## src/rtl/phase_ramp_mod_gen.sv

```systemverilog
// Serrodyne phase ramp plus two-level square-wave bias modulation for the phase-modulator DAC.
// o_dac is registered (1-cycle lag behind state/ramp); o_step_trig pulses on the last LOW cycle of each period.
module phase_ramp_mod_gen #(
   parameter int DAC_W = 16,
   parameter int CNT_W = 16
) (
   input  logic             i_clk,
   input  logic             i_rst,
   input  logic             i_en,
   input  logic             i_ramp_en,
   input  logic [CNT_W-1:0] i_half_period,
   input  logic [DAC_W-1:0] i_mod_high,
   input  logic [DAC_W-1:0] i_mod_low,
   input  logic [DAC_W-1:0] i_step,
   output logic [DAC_W-1:0] o_dac,
   output logic             o_step_trig,
   output logic [1:0]       o_mod_state,
   output logic [DAC_W-1:0] o_ramp,
   output logic             o_wrap
);

   typedef enum logic [1:0] {
      IDLE = 2'd0,
      HIGH = 2'd1,
      LOW  = 2'd2
   } state_t;

   state_t           state, state_nxt;
   logic [CNT_W-1:0] cnt, cnt_nxt;
   logic [CNT_W-1:0] tau, tau_nxt;
   logic [CNT_W-1:0] tau_in;
   logic [DAC_W-1:0] ramp, ramp_nxt;
   logic [DAC_W-1:0] dac;
   logic [DAC_W-1:0] offset;
   logic [DAC_W:0]   sum_ext;
   logic             wrap, wrap_nxt;
   logic             trig;
   logic             half_end;

   // Half-periods below 2 would collapse the HIGH/LOW phases, so clamp them.
   assign tau_in   = (i_half_period < CNT_W'(2)) ? CNT_W'(2) : i_half_period;
   assign half_end = (cnt == tau - CNT_W'(1));
   assign sum_ext  = {ramp[DAC_W-1], ramp} + {i_step[DAC_W-1], i_step};

   always_comb begin
      state_nxt = state;
      cnt_nxt   = cnt;
      tau_nxt   = tau;
      ramp_nxt  = ramp;
      wrap_nxt  = 1'b0;
      trig      = 1'b0;
      offset    = '0;
      case (state)
         IDLE: begin
            if (i_en) begin
               state_nxt = HIGH;
               tau_nxt   = tau_in;
               cnt_nxt   = '0;
            end
         end
         HIGH: begin
            offset = i_mod_high;
            if (half_end) begin
               cnt_nxt   = '0;
               state_nxt = LOW;
            end else begin
               cnt_nxt = cnt + CNT_W'(1);
            end
         end
         LOW: begin
            offset = i_mod_low;
            if (half_end) begin
               trig    = 1'b1;
               cnt_nxt = '0;
               // Overflow shows as disagreement between the extended sign and the result sign.
               if (i_ramp_en) begin
                  ramp_nxt = sum_ext[DAC_W-1:0];
                  wrap_nxt = sum_ext[DAC_W] ^ sum_ext[DAC_W-1];
               end else begin
                  ramp_nxt = '0;
               end
               if (i_en) begin
                  state_nxt = HIGH;
                  tau_nxt   = tau_in;
               end else begin
                  state_nxt = IDLE;
               end
            end else begin
               cnt_nxt = cnt + CNT_W'(1);
            end
         end
         default: begin
            state_nxt = IDLE;
            cnt_nxt   = '0;
         end
      endcase
   end

   always_ff @(posedge i_clk) begin
      if (i_rst) begin
         state <= IDLE;
         cnt   <= '0;
         tau   <= CNT_W'(2);
         ramp  <= '0;
         wrap  <= 1'b0;
         dac   <= '0;
      end else begin
         state <= state_nxt;
         cnt   <= cnt_nxt;
         tau   <= tau_nxt;
         ramp  <= ramp_nxt;
         wrap  <= wrap_nxt;
         dac   <= ramp + offset;
      end
   end

   assign o_dac       = dac;
   assign o_step_trig = trig;
   assign o_mod_state = state;
   assign o_ramp      = ramp;
   assign o_wrap      = wrap;

endmodule
```

## config.mk

```make
export PLATFORM = sky130hd
export DESIGN_NAME = phase_ramp_mod_gen
export DESIGN_NICKNAME = d
export VERILOG_FILES = /design/src/rtl/phase_ramp_mod_gen.sv
export SDC_FILE = /design/constraint.sdc
export NUM_CORES = 1
export LEC_CHECK = 0
export CORE_UTILIZATION = 50
export DETAILED_ROUTE_END_ITERATION = 8
export GPL_TIMING_DRIVEN = 0
export PLACE_DENSITY = 0.79
export SLEW_MARGIN = 5
export SYNTH_ARGS = -nofsm -noshare
export SYNTH_HDL_FRONTEND = slang
export SYNTH_SLANG_ARGS = --single-unit
```

## constraint.sdc

```tcl
create_clock -name i_clk -period 3.6 [get_ports i_clk]
set_input_delay 0.72 -clock i_clk [delete_from_list [all_inputs] [get_ports i_clk]]
set_output_delay 0.72 -clock i_clk [all_outputs]
set_load 0.005 [all_outputs]
```

==> impl_metrics.tcl <==
set metrics [dict create \
    slew_viol_final 0 \
    synth_cell_types 63 \
    cp.required_ps 3830 \
    worstSetupStartpointType "input pin" \
    grt_pass1_wl_um 22100 \
    setup_violations 0 \
    drtIter0Drc 207 \
    syn_inst 591 \
    critPathKind "in -> reg" \
    grt_pass1_vias 4748 \
    grt.busiest_layer "met2" \
    period_needed_ps 3420 \
    drtAntennaViolNets 0 \
    yosysSeqAreaShare_pct 27.8 \
    instances_no_fill 840 \
    antenna_found_initial 0 \
    r2r-end "o_dac[13]" \
    num_vias 4824 \
    ys_seq_elements 67 \
    die_x_um 100 \
    postCtsHoldBufs 0 \
    rr_startpoint "o_mod_state[0]" \
    clk_pin_slew_ps 80 \
    cts_made_buffers 9 \
    use_met3_pct 5.50 \
    synth_nets 699 \
    netlist.area_leader.share_pct 27.8 \
    initial_core_util_pct 52.0 \
    finalHoldViolCount 0 \
    tritoncts "done" \
    worst_pin_slew_ps 648 \
    p_leak_nw 2.51 \
    placedCellCount 823 \
    drive_gt1_share_pct 7.59 \
    final_util_pct 68.0 \
    cts_root_buffer "clkbuf_8" \
    grt_overflow 0 \
    synth_edf_count 0 \
    gp_congestion 0.899 \
    synthFlopType "dfxtp_1" \
    use_met1_pct 33.2 \
    placed_area_um2 6020 \
    peakVddDrop_mv 0.193 \
    r2r_cells 12 \
    grt_start_max_net_pins 13 \
    grt_use_total_pct 27.9 \
    rsz0062_at_grt "no" \
    cp.arrival_ps 3650 \
    hold_path.class "reg -> reg" \
    fin_skew_ps 14.9 \
    setup_tns_ps 0 \
    worstHoldPathCells 2 \
    via_per_inst 5.74 \
    wl_per_cell_um 16.2 \
    wirelength_um 13600 \
    syn_avg_cell_area_um2 8.16 \
    final_cell_area_um2 6310 \
    dp_hpwl_um 10700 \
    syn_area_um2 4820 \
    maxSlewHeadroom_pct 56.8 \
    drt_first_pass_iters 4 \
    yosysWarnings 0 \
    synth_commonest_cells "dfxtp_1, nor2_1, nand2_1" \
    p_total_mw 2.79 \
    period_share_pct 95.0 \
    finalWorstSetupSlack_ps 178 \
    diodes 0 \
    io_pins 104 \
    port_buffers 103 \
    cap_viol_max_count 0 \
    htree_levels 3 \
    dp_slack_ps -121 \
    area_delta_synth_final_pct 30.8 \
    cts_num_sinks 67 \
    p_per_area_nw_per_um2 442 \
    worstHoldStart "tau[15]" \
    coreArea_um2 9280 \
    status "finished, final reports clean" \
    min_to "tau[15]" \
    clock.fmax_ghz 0.292 \
    drc_errors 0 \
    cts.path.max_buffers 2 \
    use_met2_pct 48.8 \
    end_kind "flip-flop" \
    layout.nets 814 \
    crit_fanout 5 \
    rows 35 \
    clkLatencyLatePin_ps 340 \
    r2r_setup_slack_ps 220 \
    synth_area_leader_cell "dfxtp_1" \
    async_reset_ff_share_pct 0 \
    ys_top_cells_by_area "dfxtp_1, ha_1, mux2i_1" \
    hold_slack_ps 499 \
    dieArea_um2 10000 \
    die_h_um 100 \
]
## critical path: stages
cell,delay [ps]
clkdlybuf4s50_1,410
ha_1,370
a2111oi_0,510
o21ai_0,330
a2111o_1,440
o311ai_0,180
o21ai_0,300
xnor2_1,190
and4_1,210
## flip-flops by register name (all words and copies together), names as in the netlist
register,count
cnt,16
o_dac,16
o_mod_state,2
o_ramp,16
o_wrap,1
tau,16
## logic make-up after synthesis
group | Yosys count | synth area share (%)
simple gates | 243 | 25.0
compound gates | 114 | 16.5
flops | 67 | 27.8
xor+xnor | 50 | 9.08
buf+inv | 46 | 4.49
fa+ha+maj | 40 | 10.7
mux | 31 | 6.46
## placed cells by master, fill, tap and decap left out, types with 22 or more instances in the layout
cell / netlist / layout
mux2i_1: 30 / 30
nand2_1: 58 / 58
xnor2_1: 24 / 24
ha_1: 38 / 37
a21oi_1: 28 / 27
nor3_1: 22 / 22
clkdlybuf4s50_1: 0 / 102
dfxtp_1: 67 / 65
nor2_1: 67 / 65
xor2_1: 26 / 26
## final cells by class
type / count / area, µm²
fill: 804 / 2970
tap: 129 / 161
multi-input combinational: 478 / 3340
sequential: 67 / 1350
buffer: 24 / 136
inverter: 20 / 75.1
clock inverter: 5 / 61.3
clock buffer: 11 / 141
timing repair buffer: 106 / 1050
## repair_timing
| item | 4_1_cts | 5_1_grt |
|---|---|---|
| buffers inserted | 1 | 2 |
| cloned | 0 | 0 |
| pin swaps | 1 | 3 |
| setup endpoints to repair | 3 | 3 |
| gates resized for setup | 12 | 12 |
## routing by layer
layer | part of all wire [%] | vias up
met2 | 49 | 167
met1 | 42 | 2261
li1 | - | 2362
met3 | 5.6 | 34
met5 | 0 | -
met4 | 2.8 | 0
## worst max path at each step
stage                        start          end  slack [ps]  cells past startpoint
floorplan           o_mod_state[0]    o_dac[13]         520                     14
global placement         i_step[4]       o_wrap         -30                      9
detailed placement       i_step[4]       o_wrap        -120                      9
CTS                 o_mod_state[0]    o_dac[13]          20                     12
global route                tau[0]  o_step_trig           3                      9
finish                   i_step[4]       o_wrap         180                      9
## power breakdown
group          leakage (nW)  switching (mW)  total (mW)  internal, mW
Combinational          1.86           0.688        1.24         0.548
Sequential            0.543          0.0925       0.913         0.821
Clock                 0.104           0.298       0.640         0.343
Total                  2.51            1.08        2.79          1.71
Power figures use the tool's default switching activity.
